==> config.mk <==
export PLATFORM = sky130hd
export DESIGN_NAME = channel_value_sched
export DESIGN_NICKNAME = d
export VERILOG_FILES = /design/src/rtl/channel_value_sched.sv
export SDC_FILE = /design/constraint.sdc
export NUM_CORES = 1
export LEC_CHECK = 0
export ABC_AREA = 1
export BUFFER_PORTS_ARGS = -buffer_cell sky130_fd_sc_hd__clkbuf_2
export CAP_MARGIN = 20
export CORE_AREA = 5 5 233 235
export CTS_BUF_LIST = sky130_fd_sc_hd__clkbuf_16
export CTS_CLUSTER_SIZE = 30
export DETAILED_ROUTE_END_ITERATION = 8
export DIE_AREA = 0 0 238 240
export HOLD_SLACK_MARGIN = 0.02
export PLACE_DENSITY = 0.68
export SETUP_SLACK_MARGIN = 0.02
export SYNTH_ARGS = -nofsm -noshare
export SYNTH_HDL_FRONTEND = slang
export SYNTH_SLANG_ARGS = --single-unit
==> constraint.sdc <==
create_clock -name pclk -period 12.2 [get_ports pclk]
set_input_delay 0 -clock pclk [delete_from_list [all_inputs] [get_ports pclk]]
set_output_delay 0 -clock pclk [all_outputs]
set_load 0.1 [all_outputs]
==> src/rtl/channel_value_sched.sv <==
// channel_value_sched: round-robin collection of per-channel samples into a
// shadow buffer, copied once per frame (at vblank rise) into the active buffer
// that the drawing stages read. Displayed values therefore never change mid-frame.
module channel_value_sched #(
    parameter int unsigned NCH = 13,
    parameter int unsigned DW  = 12,
    parameter int unsigned IW  = 4
) (
    input  logic              pclk,
    input  logic              rst,
    input  logic              vblnk_in,
    input  logic [NCH-1:0]    req,
    input  logic [NCH*DW-1:0] data_in,
    output logic [NCH-1:0]    ack,
    input  logic [IW-1:0]     rd_idx,
    output logic [DW-1:0]     rd_data,
    output logic [NCH-1:0]    upd_mask,
    output logic              busy,
    output logic              frame_tick
);

    localparam logic [IW:0]   NCH_X = (IW+1)'(NCH);
    localparam logic [IW-1:0] LAST  = IW'(NCH - 1);

    typedef enum logic {
        S_COLLECT = 1'b0,
        S_COPY    = 1'b1
    } state_t;

    state_t          state;
    logic [IW-1:0]   rr_ptr;
    logic [IW-1:0]   k;
    logic [NCH-1:0]  pending;
    logic            vblnk_d;
    logic            vb_rise;

    logic [DW-1:0]   shadow [NCH];
    logic [DW-1:0]   active [NCH];
    logic [DW-1:0]   data_ch [NCH];

    logic            grant_vld;
    logic [IW-1:0]   grant_idx;
    logic [NCH-1:0]  grant_vec;
    logic [IW:0]     cand;

    // Split the flat data bus into per-channel samples
    for (genvar g = 0; g < NCH; g++) begin : g_split
        assign data_ch[g] = data_in[g*DW +: DW];
    end

    assign vb_rise = vblnk_in & ~vblnk_d;

    // Round-robin search from rr_ptr, skipping channels whose ack is high now
    always_comb begin
        grant_vld = 1'b0;
        grant_idx = '0;
        grant_vec = '0;
        cand      = '0;
        if (state == S_COLLECT) begin
            for (int unsigned off = 0; off < NCH; off++) begin
                cand = {1'b0, rr_ptr} + (IW+1)'(off);
                if (cand >= NCH_X) begin
                    cand = cand - NCH_X;
                end
                if (!grant_vld && req[cand[IW-1:0]] && !ack[cand[IW-1:0]]) begin
                    grant_vld = 1'b1;
                    grant_idx = cand[IW-1:0];
                end
            end
        end
        if (grant_vld) begin
            grant_vec[grant_idx] = 1'b1;
        end
    end

    // Frame FSM: collect grants, then copy shadow to active over NCH cycles
    always_ff @(posedge pclk) begin
        if (rst) begin
            state      <= S_COLLECT;
            rr_ptr     <= '0;
            k          <= '0;
            pending    <= '0;
            ack        <= '0;
            upd_mask   <= '0;
            busy       <= 1'b0;
            frame_tick <= 1'b0;
            vblnk_d    <= 1'b1;
        end else begin
            vblnk_d    <= vblnk_in;
            frame_tick <= 1'b0;
            case (state)
                S_COLLECT: begin
                    ack <= grant_vec;
                    if (grant_vld) begin
                        pending[grant_idx] <= 1'b1;
                        rr_ptr <= (grant_idx == LAST) ? '0 : grant_idx + IW'(1);
                    end
                    if (vb_rise) begin
                        state    <= S_COPY;
                        k        <= '0;
                        busy     <= 1'b1;
                        upd_mask <= pending | grant_vec;
                        pending  <= '0;
                    end
                end
                S_COPY: begin
                    ack <= '0;
                    if (k == LAST) begin
                        k          <= '0;
                        state      <= S_COLLECT;
                        busy       <= 1'b0;
                        frame_tick <= 1'b1;
                    end else begin
                        k <= k + IW'(1);
                    end
                end
                default: state <= S_COLLECT;
            endcase
        end
    end

    // Shadow buffer: written by the granted requester
    always_ff @(posedge pclk) begin
        if (rst) begin
            for (int unsigned i = 0; i < NCH; i++) begin
                shadow[i] <= '0;
            end
        end else if (grant_vld) begin
            shadow[grant_idx] <= data_ch[grant_idx];
        end
    end

    // Active buffer: one entry copied from shadow per COPY cycle
    always_ff @(posedge pclk) begin
        if (rst) begin
            for (int unsigned i = 0; i < NCH; i++) begin
                active[i] <= '0;
            end
        end else if (state == S_COPY) begin
            active[k] <= shadow[k];
        end
    end

    // Registered read port; out-of-range indices read as zero
    always_ff @(posedge pclk) begin
        if (rst) begin
            rd_data <= '0;
        end else if (32'(rd_idx) < NCH) begin
            rd_data <= active[rd_idx];
        end else begin
            rd_data <= '0;
        end
    end

endmodule

==> implementation parameters, run 1 <==
Parameter                              Value

Outcome
  Outcome ... completed

Floorplanning
  IO Count ... roughly 220
  Initial Utilization ... 49.10%
  Total Die Area ... roughly 0.057 mm^2
  Chip height ... around 240 um
  Cell Rows ... 84
  Width of the die ... 238 um
  Core Box Area ... about 0.052 mm^2

Clocking
  Clk buf depth ... 3
  Buffer type at the clock tree root ... sky130_fd_sc_hd__clkbuf_16
  Post-CTS Setup Bufs ... 0
  CTS tree ... done
  Number of buffers inserted for hold repair after clock tree synthesis ... 3
  Number of clock buffers inserted by TritonCTS ... 46
  Post-CTS Resized ... 0
  Clock transition at the register clock pins on the worst setup and hold paths after CTS ... ~0.06 ns
  Clock network latency to the later pin of the worst-skew pair ... slightly below 0.6 ns
  Clock Sink Count ... around 450
  H-tree lvl count ... 2

Hold path
  Worst hold path startpoint ... rd_idx[0]
  Cells on Worst Hold Path ... 5
  Terminating pin of the worst hold path ... rd_data[2]
  Kind of path behind the tightest hold check ... primary input to flip-flop

Setup path
  Data required time at the worst endpoint ... between 10 and 15 ns
  CP Launch Type ... flip-flop
  Critical path's largest stage delay ... a little over 0.7 ns
  Flop-to-flop setup slack ... 4.67 ns
  FF-to-FF Start ... rr_ptr[1]
  Worst flop-to-flop path endpoint ... shadow[7][4]
  Master of the slowest instance on the critical path ... sky130_fd_sc_hd__dfxtp_1
  Register-to-Register Path Depth ... 27
  Worst Path Max Fanout ... 51
  Crit end category ... flip-flop
  Critical path class ... flip-flop to flip-flop
  Critical Path AT ... 7.74 ns

Placed design
  Post-detailed-placement half-perimeter wirelength ... about 57000 um
  # port buffers ... approximately 220
  Routability cong. ... a little over 1

Finish
  Storage cell area ... ~0.013 mm^2
  Most common library cell in the layout ignoring fill and taps ... sky130_fd_sc_hd__nand2_1
  Area used by multi-input combinational logic ... roughly 0.010 mm^2
  Area growth from synthesis to final layout ... 10.53%
  Final-stage net count ... ~3400
  Filler cells ... approximately 4800
  Ratio of cells with drive above 1 in the final layout ... between 10% and 20%
  N_diodes ... 0
  Final design utilization ... between 50% and 60%
  Most frequent cells in the layout ... sky130_fd_sc_hd__nand2_1 (662), sky130_fd_sc_hd__inv_1 (425), sky130_fd_sc_hd__edfxtp_1 (384), sky130_fd_sc_hd__nor2_1 (349), sky130_fd_sc_hd__nand3_1 (292)

Logic synthesis
  Net Count, Synth ... 3273
  Sequential-to-total area share from yosys stat ... between 50% and 60%
  Top cells by area, synth ... sky130_fd_sc_hd__edfxtp_1 (45%), sky130_fd_sc_hd__nand2_1 (9.7%), sky130_fd_sc_hd__inv_1 (6.0%), sky130_fd_sc_hd__nand3_1 (5.7%), sky130_fd_sc_hd__dfxtp_1 (5.3%)
  Area leader, netlist ... sky130_fd_sc_hd__edfxtp_1
  Synthesis warning total ... 0
  Post-synthesis instance total ... a little over 3000
  Netlist area before placement ... 0.02555 mm^2
  Fraction of synthesized cell area taken by the top area cell type ... a little under half
  Number of different library cells in the post-synthesis netlist ... 51
  Avg Cell Area, Syn ... 8.327 um^2
  Number of enable flip-flop cells after synthesis ... approximately 380
  Total of flip-flops plus latches after synthesis ... 451
  Post-synth top flop ... sky130_fd_sc_hd__edfxtp_1
  Proportion of synthesized flip-flops having asynchronous set or reset ... 0%

Detailed routing
  Total via count after detailed routing ... about 22000
  Initial DRC Count ... roughly 2500
  Detailed Route WL ... 81760 um
  Per-cell routed wire length ... ~21 um
  Number of nets still failing antenna checks after routing ... 0
  Number of DRC violations after detailed routing ... 0
  Ratio of routed vias to standard cells ... roughly 5.6
  Number of iterations in the first detailed-routing pass ... 6

GRT
  Total grt overflow ... 0
  Number of antenna violations at the first check in global routing ... 0
  Global routing usage summed across all routing layers ... approximately 28%
  Wire length of the first global-routing pass ... 122500 um
  Vias in the first global route ... 20810
  Maximum number of pins on one net before global-route repair ... between 90 and 100

Timing
  Worst clock skew on the final layout ... 0.03107 ns
  Final worst path period share ... approximately three fifths
  Slew margin rel. ... a little over a quarter
  Final-report hold violation count ... 0
  RSZ-0062 raised after global routing ... false
  Setup TNS Final ... 0 ns
  Final-report max-slew violation count ... 0
  Slew at the pin closest to its max-slew limit ... approximately 1.1 ns
  Final Setup Violations ... 0
  Clock period minus worst slack ... 7.534 ns
  Peak Freq ... between 100 and 150 MHz

Job
  # Max-Cap Violations ... 0
## layout make-up
class                      instances  area share, %
sequential                       451          45.60
clock buffer                      47          4.166
inverter                         439          5.854
clock inverter                    38         0.7445
multi-input combinational       1996          35.92
tap                              688          3.049
timing repair buffer             244          4.666
## stage by stage
step	area (um^2)	hold slack, ns	std cells	setup WS, ns
3_5_place_dp	26750	0.2717	3808	4.676
2_1_floorplan	25550	0.06907	3068	7.109
5_1_grt	28230	0.09224	3903	4.069
3_3_place_gp	26730	0.2641	3806	4.852
4_1_cts	28170	0.04556	3896	4.679
6_report	28230	0.06889	3903	4.666
## layer usage
layer | vias up | GRT usage (%) | part of all wire [%]
met4 | 0 | 10.03 | 4.3
met5 | - | 0 | 0
met3 | 183 | 4.600 | 8.7
met1 | 10270 | 37.88 | 41
met2 | 1147 | 44.80 | 46
li1 | 10400 | - | -
## cells in the mapped netlist, drive strengths merged, types with 2 or more instances
master	number
a21oi	107
a31oi	28
buf	79
clkbuf	103
clkinv	2
dfxtp	67
edfxtp	384
ha	29
inv	437
mux2i	67
nand2	694
nand3	307
nand3b	9
nand4	23
nor2	365
nor3	16
o2111ai	2
o211ai	67
o21a	3
o21ai	203
o221ai	19
o22ai	3
o311ai	3
o32ai	29
or2	7
xor2	10
## critical path: cells and delay by family, from the launching register on
kind,cells,cell delay (ns)
buffers and inverters,6,1.38
AND/OR/NAND/NOR,17,3.22
flip-flops,1,0.71
adder cells (fa/ha/maj),2,1.02
AO/OA/AOI/OAI,2,0.80
## sequential cells by signal (all words and copies together), names as in the netlist, named ones only
name        count
rr_ptr          4
upd_mask       13
shadow        192
state           1
pending        13
active        192
rd_data        12
busy            1
ack            13
vblnk_d         1
k               4
frame_tick      1
## how the worst max path moves through the flow
stage / from / end / slack (ns) / cells past startpoint
after CTS: rr_ptr[1] / shadow[15][8] / 4.68 / 27
after global routing: rr_ptr[1] / shadow[7][0] / 4.07 / 27
after global placement: rr_ptr[1] / shadow[15][7] / 4.85 / 26
after floorplan: rr_ptr[1] / shadow[15][0] / 7.11 / 31
after detailed placement: rr_ptr[1] / shadow[15][8] / 4.68 / 27
final: rr_ptr[1] / shadow[7][4] / 4.67 / 27
## kinds of logic after synthesis
family | Yosys count | share of synthesized area, %
XOR/XNOR | 11 | 0.3771
flip-flops | 451 | 50.39
multiplexers | 67 | 2.625
buffers and inverters | 621 | 9.967
adder cells (fa/ha/maj) | 29 | 1.420
AND/OR/NAND/NOR | 1421 | 24.25
AO/OA/AOI/OAI | 468 | 10.97
Power of run 1 is not shown: default switching activity piles up to over one toggle a cycle in this logic, so the estimate is an artifact.
==> run 2, diff against run 1 <==
Clock period 12.2 ns to 7.1 ns, I/O delays scaled along.
==> implementation parameters, run 2 (synthesis gave the netlist of run 1 again) <==
Parameter                              Value

Setup path
  Critical path class ... flip-flop to flip-flop (unchanged)
  Register-to-Register Path Depth ... 33 (was 27)
  FF-to-FF Start ... rr_ptr[1] (unchanged)
  Worst Path Max Fanout ... 23 (was 51)
  Critical Path AT ... 6.76 ns (was 7.74 ns)
  Data required time at the worst endpoint ... 7.43 ns (was 12.40 ns)
  Crit end category ... flip-flop (unchanged)
  Critical Path End ... shadow[6][1] (was shadow[7][4])
  Most common cell type on the critical path ... sky130_fd_sc_hd__nand2_1
  Critical path origin ... rr_ptr[1] (unchanged)
  Worst flop-to-flop path endpoint ... shadow[6][1] (was shadow[7][4])
  Master of the slowest instance on the critical path ... sky130_fd_sc_hd__ha_1 (was sky130_fd_sc_hd__dfxtp_1)
  Flop-to-flop setup slack ... 0.68 ns (was 4.67 ns)
  Critical path's largest stage delay ... 0.77 ns (was 0.71 ns)
  CP Launch Type ... flip-flop (unchanged)

GRT
  Wire length of the first global-routing pass ... 123000 um (was 122500 um)
  Global routing usage summed across all routing layers ... 27.53% (was 27.65%)
  Total grt overflow ... 0 (unchanged)
  Vias in the first global route ... 21170 (was 20810)
  Maximum number of pins on one net before global-route repair ... 98 (unchanged)
  Number of antenna violations at the first check in global routing ... 0 (unchanged)

Floorplanning
  Width of the die ... 238 um (unchanged)
  Initial Utilization ... 49.10% (unchanged)
  Core Box Area ... 0.05202 mm^2 (unchanged)
  Total Die Area ... 0.05712 mm^2 (unchanged)
  Cell Rows ... 84 (unchanged)
  Chip height ... 240 um (unchanged)
  IO Count ... 216 (unchanged)

Detailed routing
  Total via count after detailed routing ... 21940 (was 22000)
  Number of iterations in the first detailed-routing pass ... 6 (unchanged)
  Number of DRC violations after detailed routing ... 0 (unchanged)
  Ratio of routed vias to standard cells ... 5.601 (was 5.636)
  Number of nets still failing antenna checks after routing ... 0 (unchanged)
  Initial DRC Count ... 2583 (was 2462)
  Detailed Route WL ... 80630 um (was 81760 um)
  Per-cell routed wire length ... 20.58 um (was 20.95 um)

Finish
  Most frequent cells in the layout ... sky130_fd_sc_hd__nand2_1 (662), sky130_fd_sc_hd__inv_1 (427), sky130_fd_sc_hd__edfxtp_1 (384), sky130_fd_sc_hd__nor2_1 (349), sky130_fd_sc_hd__nand3_1 (292) (was sky130_fd_sc_hd__nand2_1 (662), sky130_fd_sc_hd__inv_1 (425), sky130_fd_sc_hd__edfxtp_1 (384), sky130_fd_sc_hd__nor2_1 (349), sky130_fd_sc_hd__nand3_1 (292))
  Largest registers ranked by flip-flop count ... active x192, shadow x192 (unchanged)
  Ratio of cells with drive above 1 in the final layout ... 13.41% (was 13.13%)
  Area growth from synthesis to final layout ... 10.91% (was 10.53%)
  Most common library cell in the layout ignoring fill and taps ... sky130_fd_sc_hd__nand2_1 (unchanged)
  N_diodes ... 0 (unchanged)
  Final-stage net count ... 3396 (was 3383)
  Filler-free cell count of the finished design ... 3917 (was 3903)

Clocking
  Post-CTS Setup Bufs ... 0 (unchanged)
  H-tree lvl count ... 2 (unchanged)
  Clk buf depth ... 3 (unchanged)
  Buffer type at the clock tree root ... sky130_fd_sc_hd__clkbuf_16 (unchanged)
  Clock Sink Count ... 451 (unchanged)
  Clock transition at the register clock pins on the worst setup and hold paths after CTS ... 0.06 ns (about the same)
  Number of clock buffers inserted by TritonCTS ... 46 (unchanged)
  CTS tree ... done (unchanged)
  Clock network latency to the later pin of the worst-skew pair ... 0.59 ns (about the same)

Timing
  Peak Freq ... 155.7 MHz (was 132.7 MHz)
  Final Setup Violations ... 0 (unchanged)
  RSZ-0062 raised after global routing ... false (unchanged)
  Clock period minus worst slack ... 6.424 ns (was 7.534 ns)
  Slew margin rel. ... 31.61% (was 27.30%)
  Slew at the pin closest to its max-slew limit ... 1.026 ns (was 1.079 ns)
  Setup TNS Final ... 0 ns (unchanged)
  Final-report max-slew violation count ... 0 (unchanged)
  Final worst path period share ... 90.48% (was 61.76%)
  Worst clock skew on the final layout ... 0.02725 ns (was 0.03107 ns)
  Final-report hold violation count ... 0 (unchanged)

Placed design
  Cell total after placement ... 3826 (was 3808)
  Post-detailed-placement half-perimeter wirelength ... 57420 um (was 57120 um)
  Routability cong. ... 0.9945 (was 1.017)
  # port buffers ... 215 (unchanged)

Hold path
  Kind of path behind the tightest hold check ... primary input to flip-flop (unchanged)

Job
  # Max-Cap Violations ... 0 (unchanged)

Outcome
  Outcome ... completed (unchanged)
## run 2: cell types whose count changed in the layout (fill, tap and decap cells not counted), sizes merged
cell	delta
dlygate4sd3	+1
buf	+12
clkinv	+1
clkinvlp	+1
inv	-1
## run 2: repair_timing
action,CTS,global route
resized for setup,0,0
endpoints found under the setup margin,0,0
hold endpoints to repair,12,0
hold buffers,4,0
## run 2: worst min-delay path by stage
stage / cells past startpoint / from / to
after CTS: 6 / data_in[29] / shadow[13][5]
final: 6 / data_in[29] / shadow[13][5]
after detailed placement: 3 / vblnk_in / vblnk_d
after floorplan: 1 / rst / rr_ptr[0]
after global placement: 3 / vblnk_in / vblnk_d
after global routing: 6 / data_in[5] / shadow[13][5]
## run 2: layout make-up
type,instances,area (um^2)
multi-input combinational,1996,10140
fill,4836,23690
timing repair buffer,257,1413
sequential,451,12880
clock inverter,39,212.7
inverter,439,1653
tap,688,860.8
clock buffer,47,1176
## run 2: per-stage QoR
step	worst slack, ns	hold slack (ns)	area (um^2)	utilization (%)
final	0.6757	0.1304	28330	54.46
after global routing	0.2589	0.1660	28330	54.46
after CTS	0.7639	0.09076	28320	54.44
after detailed placement	0.7829	0.2639	26900	51.70
after global placement	0.7905	0.2575	26860	51.63
after floorplan	2.009	0.06907	25550	-
## run 2: critical path: cells and delay by family, from the launching register on
kind,cells,cell delay [ns]
compound gates,2,0.86
fa+ha+maj,1,0.77
buf+inv,3,0.34
flops,1,0.32
simple gates,27,3.86
## run 2: metal layers
layer / share of wire [%] / wire length (um) / global-route usage [%] / up-vias
met5: 0 / 0 / 0 / -
li1: - / - / - / 10430
met4: 4.1 / 3313 / 9.948 / 0
met3: 8.6 / 6952 / 4.313 / 151
met2: 46 / 37290 / 44.59 / 1068
met1: 41 / 33070 / 37.94 / 10290
Power of run 2 is left out for the same reason.
